$ cat config.mk
export PLATFORM = sky130hd
export DESIGN_NAME = pkt_link_ctrl
export DESIGN_NICKNAME = d
export VERILOG_FILES = /design/src/rtl/pkt_link_pkg.sv /design/src/rtl/pkt_link_ctrl_timeout.sv /design/src/rtl/pkt_link_ctrl.sv
export SDC_FILE = /design/constraint.sdc
export NUM_CORES = 1
export LEC_CHECK = 0
export CAP_MARGIN = 40
export CORE_MARGIN = 1
export CORE_UTILIZATION = 60
export DETAILED_ROUTE_END_ITERATION = 6
export HOLD_SLACK_MARGIN = 0.03
export PLACE_DENSITY = 0.84
export SLEW_MARGIN = 20
export SYNTH_ARGS = -nofsm -noshare
export SYNTH_HDL_FRONTEND = slang
export SYNTH_SLANG_ARGS = --single-unit
$ cat constraint.sdc
create_clock -name clk_i -period 3.7 [get_ports clk_i]
set_clock_uncertainty 0.1 [all_clocks]
set_input_delay 0.74 -clock clk_i [delete_from_list [all_inputs] [get_ports clk_i]]
set_output_delay 0.74 -clock clk_i [all_outputs]
set_load 0.02 [all_outputs]
$ cat src/rtl/pkt_link_pkg.sv
// ============================================================================
// pkt_link_pkg
// Shared state encodings and counter widths for the packet link controller.
// Rev 1.0 - initial release
// ============================================================================
`default_nettype none

package pkt_link_pkg;

    // Width of the RX byte counter and the TX burst counter
    localparam int CNT_W = 4;

    typedef enum logic [2:0] {
        RX_IDLE   = 3'd0,
        RX_LOAD   = 3'd1,
        RX_STORE  = 3'd2,
        RX_WAITCS = 3'd3,
        RX_XFER   = 3'd4
    } rx_state_t;

    typedef enum logic [1:0] {
        TX_IDLE  = 2'd0,
        TX_ARM   = 2'd1,
        TX_SHIFT = 2'd2
    } tx_state_t;

endpackage

`default_nettype wire

$ cat src/rtl/pkt_link_ctrl_timeout.sv
// ============================================================================
// link_timeout
// Load/enable counter that flags expiry once it has counted TO_CYCLES-1.
// Rev 1.0 - initial release
// ============================================================================
`default_nettype none

module link_timeout #(
    parameter int TO_W      = 16,
    parameter int TO_CYCLES = 50000
) (
    input  logic clk_i,
    input  logic rst_n_i,
    input  logic load_i,
    input  logic en_i,
    output logic expire_o
);

    localparam logic [TO_W-1:0] C_LAST = TO_W'(TO_CYCLES - 1);

    logic [TO_W-1:0] cnt_q;

    // Restart on load, otherwise count while enabled
    always_ff @(posedge clk_i or negedge rst_n_i) begin
        if (!rst_n_i) begin
            cnt_q <= '0;
        end else if (load_i) begin
            cnt_q <= '0;
        end else if (en_i) begin
            cnt_q <= cnt_q + 1'b1;
        end
    end

    assign expire_o = (cnt_q == C_LAST);

endmodule

`default_nettype wire

$ cat src/rtl/pkt_link_ctrl.sv
// ============================================================================
// pkt_link_ctrl
// RX/TX sequencing controller between RF shift path, packet register, SPI
// slave and TX buffer, with SPI stall timeout and sticky status flags.
// All control outputs are registered, so each pulse appears one cycle after
// the condition that causes it (tx_en likewise trails sh_en by one cycle).
// Rev 1.0 - initial release
// ============================================================================
`default_nettype none

module pkt_link_ctrl
    import pkt_link_pkg::*;
#(
    parameter int PKT_BYTES = 3,
    parameter int BYTE_W    = 8,
    parameter int TX_BURST  = 4,
    parameter int TO_W      = 16,
    parameter int TO_CYCLES = 50000
) (
    input  logic             clk_i,
    input  logic             rst_n_i,
    input  logic             rx_mode_i,
    input  logic             cfg_mode_i,
    input  logic             pkt_rec_i,
    input  logic             cs_sync_i,
    input  logic             spi_out_rdy_i,
    input  logic             sh_en_i,
    input  logic             sh_en_done_i,
    input  logic             sts_clr_i,
    output logic             pkt_ld_o,
    output logic             spi_ld_o,
    output logic             pkt_en_o,
    output logic             pkt_rst_o,
    output logic             tx_ld_o,
    output logic             tx_sh_o,
    output logic             tx_en_o,
    output logic [CNT_W-1:0] bytes_left_o,
    output logic [CNT_W-1:0] tx_count_o,
    output logic             ovf_flg_o,
    output logic             to_flg_o
);

    localparam int               BIT_W        = $clog2(BYTE_W + 1);
    localparam logic [BIT_W-1:0] C_BYTE_W     = BIT_W'(BYTE_W);
    localparam logic [CNT_W-1:0] C_PKT_BYTES  = CNT_W'(PKT_BYTES);
    localparam logic [CNT_W-1:0] C_TX_BURST   = CNT_W'(TX_BURST);

    rx_state_t        rx_state_q;
    tx_state_t        tx_state_q;
    logic             pkt_rec_q;
    logic [CNT_W-1:0] bytes_left_q;
    logic [CNT_W-1:0] tx_count_q;
    logic [BIT_W-1:0] bit_cnt_q;
    logic             pkt_ld_q, spi_ld_q, pkt_en_q, pkt_rst_q;
    logic             tx_ld_q, tx_sh_q, tx_en_q;
    logic             ovf_flg_q, to_flg_q;

    logic             pkt_rise;
    logic             rx_run;
    logic             tx_run;
    logic             to_expire;
    logic [CNT_W-1:0] bytes_left_d;
    logic [CNT_W-1:0] tx_count_d;

    assign pkt_rise     = pkt_rec_i & ~pkt_rec_q;
    assign rx_run       = ~cfg_mode_i & rx_mode_i;
    assign tx_run       = ~cfg_mode_i & ~rx_mode_i;
    assign bytes_left_d = bytes_left_q - 1'b1;
    assign tx_count_d   = tx_count_q + 1'b1;

    // Edge-detect register runs every cycle, even while frozen
    always_ff @(posedge clk_i or negedge rst_n_i) begin
        if (!rst_n_i) begin
            pkt_rec_q <= 1'b0;
        end else begin
            pkt_rec_q <= pkt_rec_i;
        end
    end

    link_timeout #(
        .TO_W      (TO_W),
        .TO_CYCLES (TO_CYCLES)
    ) u_timeout (
        .clk_i    (clk_i),
        .rst_n_i  (rst_n_i),
        .load_i   (rx_run && (rx_state_q == RX_STORE)),
        .en_i     (rx_run && (rx_state_q == RX_WAITCS) && cs_sync_i),
        .expire_o (to_expire)
    );

    // RX sequencer: packet capture, SPI hand-off, timeout and overrun flags
    always_ff @(posedge clk_i or negedge rst_n_i) begin
        if (!rst_n_i) begin
            rx_state_q   <= RX_IDLE;
            bytes_left_q <= '0;
            pkt_ld_q     <= 1'b0;
            spi_ld_q     <= 1'b0;
            pkt_en_q     <= 1'b0;
            pkt_rst_q    <= 1'b0;
            ovf_flg_q    <= 1'b0;
            to_flg_q     <= 1'b0;
        end else begin
            pkt_ld_q  <= 1'b0;
            spi_ld_q  <= 1'b0;
            pkt_en_q  <= 1'b0;
            pkt_rst_q <= 1'b0;
            // Clear first so that a set later in this block wins
            if (sts_clr_i) begin
                ovf_flg_q <= 1'b0;
                to_flg_q  <= 1'b0;
            end
            if (cfg_mode_i) begin
                rx_state_q <= rx_state_q;
            end else if (!rx_mode_i) begin
                rx_state_q <= RX_IDLE;
            end else begin
                // A packet arriving while a previous one is in flight is dropped
                if (pkt_rise && (rx_state_q != RX_LOAD)) begin
                    ovf_flg_q <= 1'b1;
                end
                case (rx_state_q)
                    RX_IDLE: begin
                        rx_state_q <= RX_LOAD;
                    end
                    RX_LOAD: begin
                        bytes_left_q <= C_PKT_BYTES;
                        if (pkt_rise) begin
                            pkt_ld_q   <= 1'b1;
                            spi_ld_q   <= 1'b1;
                            rx_state_q <= RX_STORE;
                        end
                    end
                    RX_STORE: begin
                        pkt_rst_q  <= 1'b1;
                        rx_state_q <= RX_WAITCS;
                    end
                    RX_WAITCS: begin
                        if (bytes_left_q == '0) begin
                            rx_state_q <= RX_LOAD;
                        end else if (!cs_sync_i) begin
                            rx_state_q <= RX_XFER;
                        end else if (to_expire) begin
                            to_flg_q     <= 1'b1;
                            bytes_left_q <= '0;
                            rx_state_q   <= RX_LOAD;
                        end
                    end
                    RX_XFER: begin
                        if (cs_sync_i) begin
                            pkt_en_q     <= 1'b1;
                            bytes_left_q <= bytes_left_d;
                            rx_state_q   <= (bytes_left_d != '0) ? RX_STORE : RX_LOAD;
                        end
                    end
                    default: begin
                        rx_state_q <= RX_IDLE;
                    end
                endcase
            end
        end
    end

    // TX sequencer: SPI byte -> TX buffer load, then bit shifting per byte
    always_ff @(posedge clk_i or negedge rst_n_i) begin
        if (!rst_n_i) begin
            tx_state_q <= TX_IDLE;
            tx_count_q <= '0;
            bit_cnt_q  <= '0;
            tx_ld_q    <= 1'b0;
            tx_sh_q    <= 1'b0;
            tx_en_q    <= 1'b0;
        end else begin
            tx_ld_q <= 1'b0;
            tx_en_q <= 1'b0;
            if (cfg_mode_i) begin
                tx_state_q <= tx_state_q;
            end else if (!tx_run) begin
                tx_state_q <= TX_IDLE;
                tx_sh_q    <= 1'b0;
            end else begin
                case (tx_state_q)
                    TX_IDLE: begin
                        tx_count_q <= '0;
                        bit_cnt_q  <= '0;
                        tx_sh_q    <= 1'b0;
                        if (!cs_sync_i) begin
                            tx_state_q <= TX_ARM;
                        end
                    end
                    TX_ARM: begin
                        if (spi_out_rdy_i) begin
                            tx_ld_q    <= 1'b1;
                            tx_sh_q    <= 1'b1;
                            tx_state_q <= TX_SHIFT;
                        end else if (cs_sync_i) begin
                            tx_state_q <= TX_IDLE;
                        end
                    end
                    TX_SHIFT: begin
                        // sh_en_done ends the byte early and suppresses that shift
                        if (sh_en_done_i || (bit_cnt_q == C_BYTE_W)) begin
                            tx_count_q <= tx_count_d;
                            bit_cnt_q  <= '0;
                            tx_sh_q    <= 1'b0;
                            if (!cs_sync_i && (tx_count_d < C_TX_BURST)) begin
                                tx_state_q <= TX_ARM;
                            end else begin
                                tx_state_q <= TX_IDLE;
                            end
                        end else begin
                            tx_en_q <= sh_en_i;
                            if (sh_en_i) begin
                                bit_cnt_q <= bit_cnt_q + 1'b1;
                            end
                        end
                    end
                    default: begin
                        tx_state_q <= TX_IDLE;
                    end
                endcase
            end
        end
    end

    assign pkt_ld_o     = pkt_ld_q;
    assign spi_ld_o     = spi_ld_q;
    assign pkt_en_o     = pkt_en_q;
    assign pkt_rst_o    = pkt_rst_q;
    assign tx_ld_o      = tx_ld_q;
    assign tx_sh_o      = tx_sh_q;
    assign tx_en_o      = tx_en_q;
    assign bytes_left_o = bytes_left_q;
    assign tx_count_o   = tx_count_q;
    assign ovf_flg_o    = ovf_flg_q;
    assign to_flg_o     = to_flg_q;

endmodule

`default_nettype wire

==> flow_summary.ini, run 1 <==
[synth]
yosysTopAreaCellShare_pct = 42.77
synth_flop_cell = dfrtp_1
synth.net_count = 281
yosysUniqueCellTypes = 55
ys_top_cells_by_area = dfrtp_1 43%, ha_1 5.1%, nor2_1 4.0%, o21ai_0 3.5%, nand2_1 3.4%
async_flop_share_pct = 100.0
syn_area_per_cell_um2 = 9.415
synth_edf_count = 0
yosysSeqAreaShare_pct = 42.77
postSynthCellCount = 261
yosysWarnings = 0
synth.cell_area_mm2 = 0.002457
yosys.area.top_type = dfrtp_1
synth-seq-cells = 42

[finish]
multi_input_area_mm2 = 0.001296
fillers = 273
antenna_cells = 0
regArea_mm2 = 0.001051
drive_above_1_share_pct = 10.14
layout.nets = 305
areaGrowthSynthToFinish_pct = 15.02

[global_routing]
grt_pass1_vias = 1830
grt_pass1_wl_um = 8335
globalRouteTotalUtil_pct = 25.56
overflow = 0
grt_max_degree = 28
antenna_found_initial = 0

[die]
rows = 22
start_util_pct = 64.69
die_h_um = 66.00
die_area_mm2 = 0.004355
core_mm2 = 0.003799
pin_count = 27
dieWidth_um = 66.00

[power_and_ir_drop]
p_leak_nw = 1.201
finalPower_w = 0.001231
cellPowerDensity_mw_per_mm2 = 435.6
ir_worst_vdd_mv = 0.2544

[sta]
fin_crit_ns = 2.576
rsz0062_at_grt = no
timing_hold_violations_final = 0
setup_viol = 0
max_slew_margin_pct = 61.96
slew_viol_final = 0
worst_pin_slew_ns = 0.5706
fin_crit_sh_pct = 69.61
fmax_mhz = 388.2
tns_ns = 0

[clock_network]
clk_pin_slew_worst_paths_ns = 0.08
root_buffer = clkbuf_8
cts_sinks = 42
ctsResizeCount = 0
numCtsBuffers = 5
cts_tree = yes
clk_path_buf_depth = 2
hold_buffers = 0
post_cts_buffers = 0
clkLatencyLatePin_ns = 0.30
htree_num_levels = 2

[placement]
port_buffers = 26
finalWeightedCongestion = 0.8261
hpwl_um = 3558

[route]
drc = 0
first_pass_iters = 4
ant_nets = 0
dr_total_vias = 1948
post_drt_wl_per_cell_um = 14.51
vias_per_cell = 5.832
drt_iter0_drc = 129
routed_wl_um = 4847

[worst_setup_path]
r2r-end = rx_state_q[0]$_DFFE_PN0P_
worst_setup_path_start_kind = input port
cp.arrival_ns = 2.68
r2r_cells = 7
reg2reg_setup_slack_ns = 1.43
critical_path_class = input port to flip-flop
worst_setup_path_end_kind = flip-flop
crit_required_ns = 3.81
worstPathMaxFanout = 16
rr_startpoint = bytes_left_o[0]$_DFFE_PN0P_

[status]
outcome = completed

[job]
max_cap_viol_count = 0

[worst_hold_path]
min_path_type = input port to async pin
-- per-layer routing --
metal / GRT usage, % / routed length [um] / up-vias
met5: 0 / 0 / -
met4: 7.979 / 48 / 0
met3: 5.172 / 166 / 4
met2: 40.82 / 2305 / 40
met1: 34.82 / 2327 / 929
li1: - / - / 975
-- area by class of cell --
| type | instances | share of cell area (%) |
|---|---|---|
| Clock buffer | 7 | 3.054 |
| Clock inverter | 1 | 0.1771 |
| Inverter | 14 | 1.859 |
| Multi-Input combinational cell | 195 | 45.86 |
| Sequential cell | 42 | 37.18 |
| Tap cell | 48 | 2.125 |
| Timing Repair Buffer | 27 | 9.739 |
-- worst max-delay path: stages --
cell             delay, ns
clkdlybuf4s50_1       0.67
nor2_1                0.46
o21ai_0               0.26
or2_2                 0.34
o31ai_1               0.21
-- worst max-delay path by stage --
stage / cells after the start / end / startpoint
2_1_floorplan: 7 / rx_state_q[0]$_DFFE_PN0P_ / bytes_left_o[0]$_DFFE_PN0P_
3_3_place_gp: 6 / u_timeout.cnt_q[7]$_DFFE_PN0P_ / cfg_mode_i
3_5_place_dp: 5 / bit_cnt_q[2]$_DFFE_PN0P_ / cfg_mode_i
4_1_cts: 6 / bytes_left_o[3]$_DFFE_PN0P_ / cfg_mode_i
5_1_grt: 5 / bit_cnt_q[2]$_DFFE_PN0P_ / cfg_mode_i
6_report: 5 / bit_cnt_q[2]$_DFFE_PN0P_ / cfg_mode_i
-- power by group --
part	leakage, nW	switching (W)	total [W]	internal (W)
sequential	0.572	0.0000791	0.000580	0.000501
clock	0.0482	0.000156	0.000306	0.000151
combinational	0.580	0.000187	0.000345	0.000157
-- registers in the layout, summed over array words and instances (netlist names) --
name,count
bytes_left_o,4
pkt_rst_o,1
ovf_flg_o,1
tx_count_o,4
tx_sh_o,1
pkt_rec_q,1
to_flg_o,1
pkt_en_o,1
tx_state_q,2
tx_en_o,1
u_timeout.cnt_q,16
bit_cnt_q,4
rx_state_q,3
spi_ld_o,1
tx_ld_o,1
-- logic make-up (layout without fill, tap and decap cells) --
group / after synthesis / in the layout / synth area share (%)
flops: 42 / 42 / 42.77
xor+xnor: 13 / 13 / 4.633
mux: 3 / 3 / 1.273
buf+inv: 24 / 49 / 4.480
simple gates: 115 / 115 / 27.14
fa+ha+maj: 10 / 10 / 5.092
compound gates: 54 / 54 / 14.61
-- synth_stat cells (all sizes together) (7+ instances only) --
cell   number
inv        14
o21ai      18
nor3        7
xnor2       8
a21oi       9
dfrtp      42
nor2       27
ha         10
buf         7
nand3       8
nand2      23
-- layout by cell type (no fill, tap or decap), types with 2 or more instances in the layout --
cell	count
clkbuf_8	6
nor2b_1	4
mux2i_1	2
nand3_1	8
ha_1	10
and4_2	2
nor2_1	26
a21oi_1	9
nor4_1	3
nor3_1	6
o22a_1	2
and4bb_2	3
a31oi_1	4
a22o_1	5
nand2_1	22
xnor2_1	8
a211oi_1	2
nand2b_1	5
inv_1	14
nand4_1	4
or2_2	3
dfrtp_1	42
o31ai_1	5
o21ai_0	17
nand3b_1	5
and2_1	4
or3_1	4
nor4b_2	2
nor3b_1	3
xor2_1	5
clkdlybuf4s50_1	25
-- per-stage QoR --
step | cells | utilization (%) | instance area (um2) | hold slack (ns) | setup WS (ns)
floorplan | 261 | - | 2457 | 0.3444 | 1.674
global placement | 325 | 71.48 | 2715 | 0.3820 | 0.9521
detailed placement | 326 | 72.00 | 2735 | 0.3751 | 0.8108
CTS | 334 | 74.41 | 2826 | 0.2662 | 1.142
global route | 334 | 74.41 | 2826 | 0.2644 | 0.9416
finish | 334 | 74.41 | 2826 | 0.2511 | 1.124
(Power assumes the default switching activity.)
==> run 2: changes to the inputs <==
--- a/config.mk
+++ b/config.mk
@@ -7,10 +7,10 @@
 export LEC_CHECK = 0
 export CAP_MARGIN = 40
 export CORE_MARGIN = 1
-export CORE_UTILIZATION = 60
+export CORE_UTILIZATION = 51
 export DETAILED_ROUTE_END_ITERATION = 6
 export HOLD_SLACK_MARGIN = 0.03
-export PLACE_DENSITY = 0.84
+export PLACE_DENSITY = 0.76
 export SLEW_MARGIN = 20
 export SYNTH_ARGS = -nofsm -noshare
 export SYNTH_HDL_FRONTEND = slang
==> constraint.sdc (replaced) <==
create_clock -name clk_i -period 2.1 [get_ports clk_i]
set_clock_uncertainty 0.1 [all_clocks]
set_input_delay 0.42 -clock clk_i [delete_from_list [all_inputs] [get_ports clk_i]]
set_output_delay 0.42 -clock clk_i [all_outputs]
set_load 0.02 [all_outputs]
==> flow_summary.ini, run 2 (synthesized netlist as in run 1, its figures left out) <==
[clock_network]
cts_sinks = 42
htree_num_levels = 2
ctsResizeCount = 0
cts_tree = yes
root_buffer = clkbuf_8
clk_path_buf_depth = 2
clkLatencyLatePin_ns = 0.29
numCtsBuffers = 5
post_cts_buffers = 0
clk_pin_slew_worst_paths_ns = 0.07

[worst_setup_path]
worstSetupStartpoint = bytes_left_o[0]$_DFFE_PN0P_
critical_path_class = flip-flop to flip-flop
cp.arrival_ns = 2.07
r2r_cells = 8
reg2reg_setup_slack_ns = 0.13
rr_startpoint = bytes_left_o[0]$_DFFE_PN0P_
worst_setup_path_end_kind = flip-flop
r2r-end = rx_state_q[0]$_DFFE_PN0P_
worst_setup_path_start_kind = flip-flop
worstPathMaxFanout = 5
crit_required_ns = 2.20

[die]
die_h_um = 71.42
start_util_pct = 54.56
die_area_mm2 = 0.005100
core_mm2 = 0.004504
pin_count = 27
rows = 24
dieWidth_um = 71.42

[placement]
dpl.cell_count = 357
hpwl_um = 3808
finalWeightedCongestion = 0.8735
port_buffers = 26
post-place-ws_ns = -0.08072
place_area_mm2 = 0.002955

[global_routing]
overflow = 0
globalRouteTotalUtil_pct = 21.69
antenna_found_initial = 0
grt_max_degree = 24
grt_pass1_wl_um = 8694
grt_pass1_vias = 1989

[route]
ant_nets = 0
dr_wl_met3_um = 146
highest_layer = met4
first_pass_iters = 4
drt-met1-wl_um = 2341
post_drt_wl_per_cell_um = 13.52
routed_wl_um = 4948
vias_per_cell = 5.642
drt_iter0_drc = 92
drc = 0
wl_met2_um = 2378
dr_total_vias = 2065

[finish]
most-common-layout-cells = 42 x dfrtp_1, 26 x nor2_1, 26 x buf_4, 25 x clkdlybuf4s50_1, 22 x nand2_1
largest_reg_flops = 16
regMostFlops = u_timeout.cnt_q
regArea_mm2 = 0.001051
drive_above_1_share_pct = 17.83
layout.nets = 333
fillers = 371
instances_no_fill = 366
antenna_cells = 0
final_area_mm2 = 0.003057
multi_input_area_mm2 = 0.001296
areaGrowthSynthToFinish_pct = 24.39
layout_commonest_cell = dfrtp_1

[power_and_ir_drop]
finalPower_w = 0.002267
p_leak_nw = 1.342
ir_worst_vdd_mv = 0.4372
cellPowerDensity_mw_per_mm2 = 741.6

[worst_hold_path]
whs_endpoint = bit_cnt_q[3]$_DFFE_PN0P_
min_from = bit_cnt_q[3]$_DFFE_PN0P_
min_path_type = flip-flop to flip-flop
hold_depth = 1

[sta]
timing_hold_violations_final = 0
max_slew_margin_pct = 68.65
slew_viol_final = 0
worst_slack_ns = 0.1284
setup_viol = 0
fin_crit_ns = 1.972
fin_crit_sh_pct = 93.89
fmax_mhz = 507.2
rsz0062_at_grt = no
worst_pin_slew_ns = 0.4702

[status]
outcome = completed

[job]
max_cap_viol_count = 0
[run 2: cell count changes in the layout (fill, tap and decap cells not counted), sizes merged]
| cell | delta |
|---|---|
| buf | +27 |
| dlygate4sd3 | +1 |
[run 2: metrics by stage]
step	TNS, ns	hold WS, ns	util, %
after floorplan	0	0.02441	-
after global placement	-0.03908	0.3051	65.61
after detailed placement	-0.2452	0.3081	65.61
after CTS	0	0.3911	67.86
after global routing	0	0.4328	67.86
final	0	0.3851	67.86
[run 2: cell type report]
cell class | count | area share [%]
clock buffers | 7 | 2.824
flip-flops and latches | 42 | 34.38
repair buffers | 55 | 16.37
multi-input cells | 195 | 42.41
well taps | 52 | 2.129
inverters | 14 | 1.719
clock inverters | 1 | 0.1637
[run 2: how the worst max path moves through the flow]
| stage | to |
|---|---|
| after global routing | rx_state_q[0]$_DFFE_PN0P_ |
| after global placement | u_timeout.cnt_q[7]$_DFFE_PN0P_ |
| after CTS | rx_state_q[0]$_DFFE_PN0P_ |
| final | rx_state_q[0]$_DFFE_PN0P_ |
| after floorplan | rx_state_q[0]$_DFFE_PN0P_ |
| after detailed placement | u_timeout.cnt_q[15]$_DFFE_PN0P_ |
[run 2: worst max-delay path, cell delays in order (launching register included)]
cell	delay (ns)
dfrtp_1	0.34
inv_1	0.06
ha_1	0.20
buf_4	0.15
or2_2	0.28
o21ai_0	0.17
a31oi_1	0.16
o22a_1	0.23
o32ai_2	0.19
[run 2: routing by layer]
metal / track usage (%) / vias up
met5: 0 / -
met4: 10.22 / 0
met3: 3.094 / 8
met2: 35.45 / 44
met1: 28.60 / 980
li1: - / 1033
[run 2: repair_timing]
action | in CTS | in global routing
setup endpoints to repair | 0 | 0
hold endpoints to repair | 19 | 0
hold buffers | 1 | 0
[run 2: power by group]
group | leakage, nW | switching (W) | internal [W] | total (W)
clock | 0.0482 | 0.000266 | 0.000265 | 0.000531
combinational | 0.721 | 0.000390 | 0.000366 | 0.000756
sequential | 0.572 | 0.0000958 | 0.000884 | 0.000979
==> run 3: changes to the inputs <==
--- a/config.mk
+++ b/config.mk
@@ -6,10 +6,11 @@
 export NUM_CORES = 1
 export LEC_CHECK = 0
 export CAP_MARGIN = 40
-export CORE_MARGIN = 1
+export CORE_MARGIN = 2
 export CORE_UTILIZATION = 51
 export DETAILED_ROUTE_END_ITERATION = 6
 export HOLD_SLACK_MARGIN = 0.03
+export MAX_ROUTING_LAYER = met4
 export PLACE_DENSITY = 0.76
 export SLEW_MARGIN = 20
 export SYNTH_ARGS = -nofsm -noshare
==> flow_summary.ini, run 3 (synthesized netlist as in run 1, its figures left out) <==
[sta]
fmax_mhz = 508.4
rsz0062_at_grt = no
setup_viol = 0
worst_pin_slew_ns = 0.5273
timing_hold_violations_final = 0
fin_crit_sh_pct = 93.67
fin_crit_ns = 1.967
worst_slack_ns = 0.1330
max_slew_margin_pct = 64.85
slew_viol_final = 0

[route]
first_pass_iters = 4
routed_wl_um = 5101
dr_total_vias = 2079
drt_iter0_drc = 146
ant_nets = 0
vias_per_cell = 5.665
post_drt_wl_per_cell_um = 13.90
drc = 0

[clock_network]
clk_pin_slew_worst_paths_ns = 0.08
clk_path_buf_depth = 2
numCtsBuffers = 5
cts_sinks = 42
post_cts_buffers = 0
htree_num_levels = 2
root_buffer = clkbuf_8
clkLatencyLatePin_ns = 0.29
cts_tree = yes

[global_routing]
grt_pass1_wl_um = 8901
grt_max_degree = 25
antenna_found_initial = 0
overflow = 0
globalRouteTotalUtil_pct = 21.74
grt_pass1_vias = 2051

[worst_setup_path]
r2r_cells = 7
crit_required_ns = 2.21
worstPathMaxFanout = 3
rr_startpoint = bytes_left_o[0]$_DFFE_PN0P_
cp-endpoint = rx_state_q[0]$_DFFE_PN0P_
cp.arrival_ns = 2.07
crit_chain = inv_1, ha_1, nor3b_1, or2b_2, nor3_2, or3_4, o32ai_2
r2r-end = rx_state_q[0]$_DFFE_PN0P_
critPathSlowestCell = dfrtp_1
worst_setup_path_end_kind = flip-flop
worst_setup_path_start_kind = flip-flop
max_stage_delay_ns = 0.38
critical_path_class = flip-flop to flip-flop
worstSetupStartpoint = bytes_left_o[0]$_DFFE_PN0P_
reg2reg_setup_slack_ns = 0.13

[power_and_ir_drop]
cellPowerDensity_mw_per_mm2 = 741.1
finalPower_w = 0.002257
ir_worst_vdd_mv = 0.4710
p_leak_nw = 1.335

[finish]
fin_util_pct = 64.91
largest_reg_flops = 16
areaGrowthSynthToFinish_pct = 23.93
antenna_cells = 0
most-common-layout-cells = 42 x dfrtp_1, 26 x nor2_1, 26 x buf_4, 25 x clkdlybuf4s50_1, 22 x nand2_1
layout_commonest_cell = dfrtp_1
drive_above_1_share_pct = 17.89
layout.nets = 332
instances_no_fill = 367
regMostFlops = u_timeout.cnt_q

[placement]
hpwl_um = 3879
finalWeightedCongestion = 0.8792
port_buffers = 26
post-place-ws_ns = -0.1866
dpl.cell_count = 358

[status]
outcome = completed

[die]
core_mm2 = 0.004692
die_area_mm2 = 0.005390
pin_count = 27
start_util_pct = 52.37
die_h_um = 73.42
rows = 25
dieWidth_um = 73.42

[job]
max_cap_viol_count = 0

[worst_hold_path]
min_path_type = flip-flop to flip-flop
[run 3: cell type report]
cell class,instances,area (um2)
Timing Repair Buffer,54,480.5
Clock buffer,7,86.33
Sequential cell,42,1051
Clock inverter,1,5.005
Tap cell,54,67.56
Fill cell,387,1647
Inverter,14,52.55
Multi-Input combinational cell,195,1303
[run 3: report_power, final]
part / internal (W) / leakage (nW) / switching [W]
registers: 0.000883 / 0.572 / 0.000102
logic: 0.000359 / 0.715 / 0.000375
clock network: 0.000265 / 0.0482 / 0.000273
[run 3: how the worst min path moves through the flow]
stage	slack [ns]	end	startpoint	depth (start not counted)
5_1_grt	0.41	bit_cnt_q[3]$_DFFE_PN0P_	bit_cnt_q[3]$_DFFE_PN0P_	1
2_1_floorplan	0.02	bit_cnt_q[0]$_DFFE_PN0P_	rst_n_i	0
4_1_cts	0.38	bit_cnt_q[3]$_DFFE_PN0P_	bit_cnt_q[3]$_DFFE_PN0P_	1
3_5_place_dp	0.30	pkt_en_o$_DFF_PN0_	rst_n_i	1
3_3_place_gp	0.30	pkt_en_o$_DFF_PN0_	rst_n_i	1
6_report	0.38	bit_cnt_q[3]$_DFFE_PN0P_	bit_cnt_q[3]$_DFFE_PN0P_	1
[run 3: worst max-delay path: cells and delay by family (launching register included)]
family                     cells  cell delay (ns)
DFF                            1             0.38
adders and majority gates      1             0.17
buffers and inverters          1             0.08
and+or+nand+nor                4             0.89
AOI/OAI and AO/OA              1             0.25
[run 3: stage by stage]
step           setup TNS [ns]  hold WS (ns)  area, um2
3_5_place_dp          -0.8998        0.3013       2938
6_report                    0        0.3850       3045
3_3_place_gp          -0.3388        0.3015       2938
5_1_grt                     0        0.4128       3045
4_1_cts                     0        0.3834       3039
2_1_floorplan               0       0.02441       2457
[run 3: metal layers]
metal	vias to the layer above	GRT usage, %	part of all wire (%)
li1	1029	-	-
met1	1014	26.99	46
met2	31	36.14	50
met3	5	4.801	2.9
met4	0	5.657	0.94
met5	-	-	0
[run 3: what timing repair did]
item	CTS	global route
hold endpoints to repair	18	0
setup endpoints to repair	0	1
hold buffers	1	0
gates resized for setup	0	1
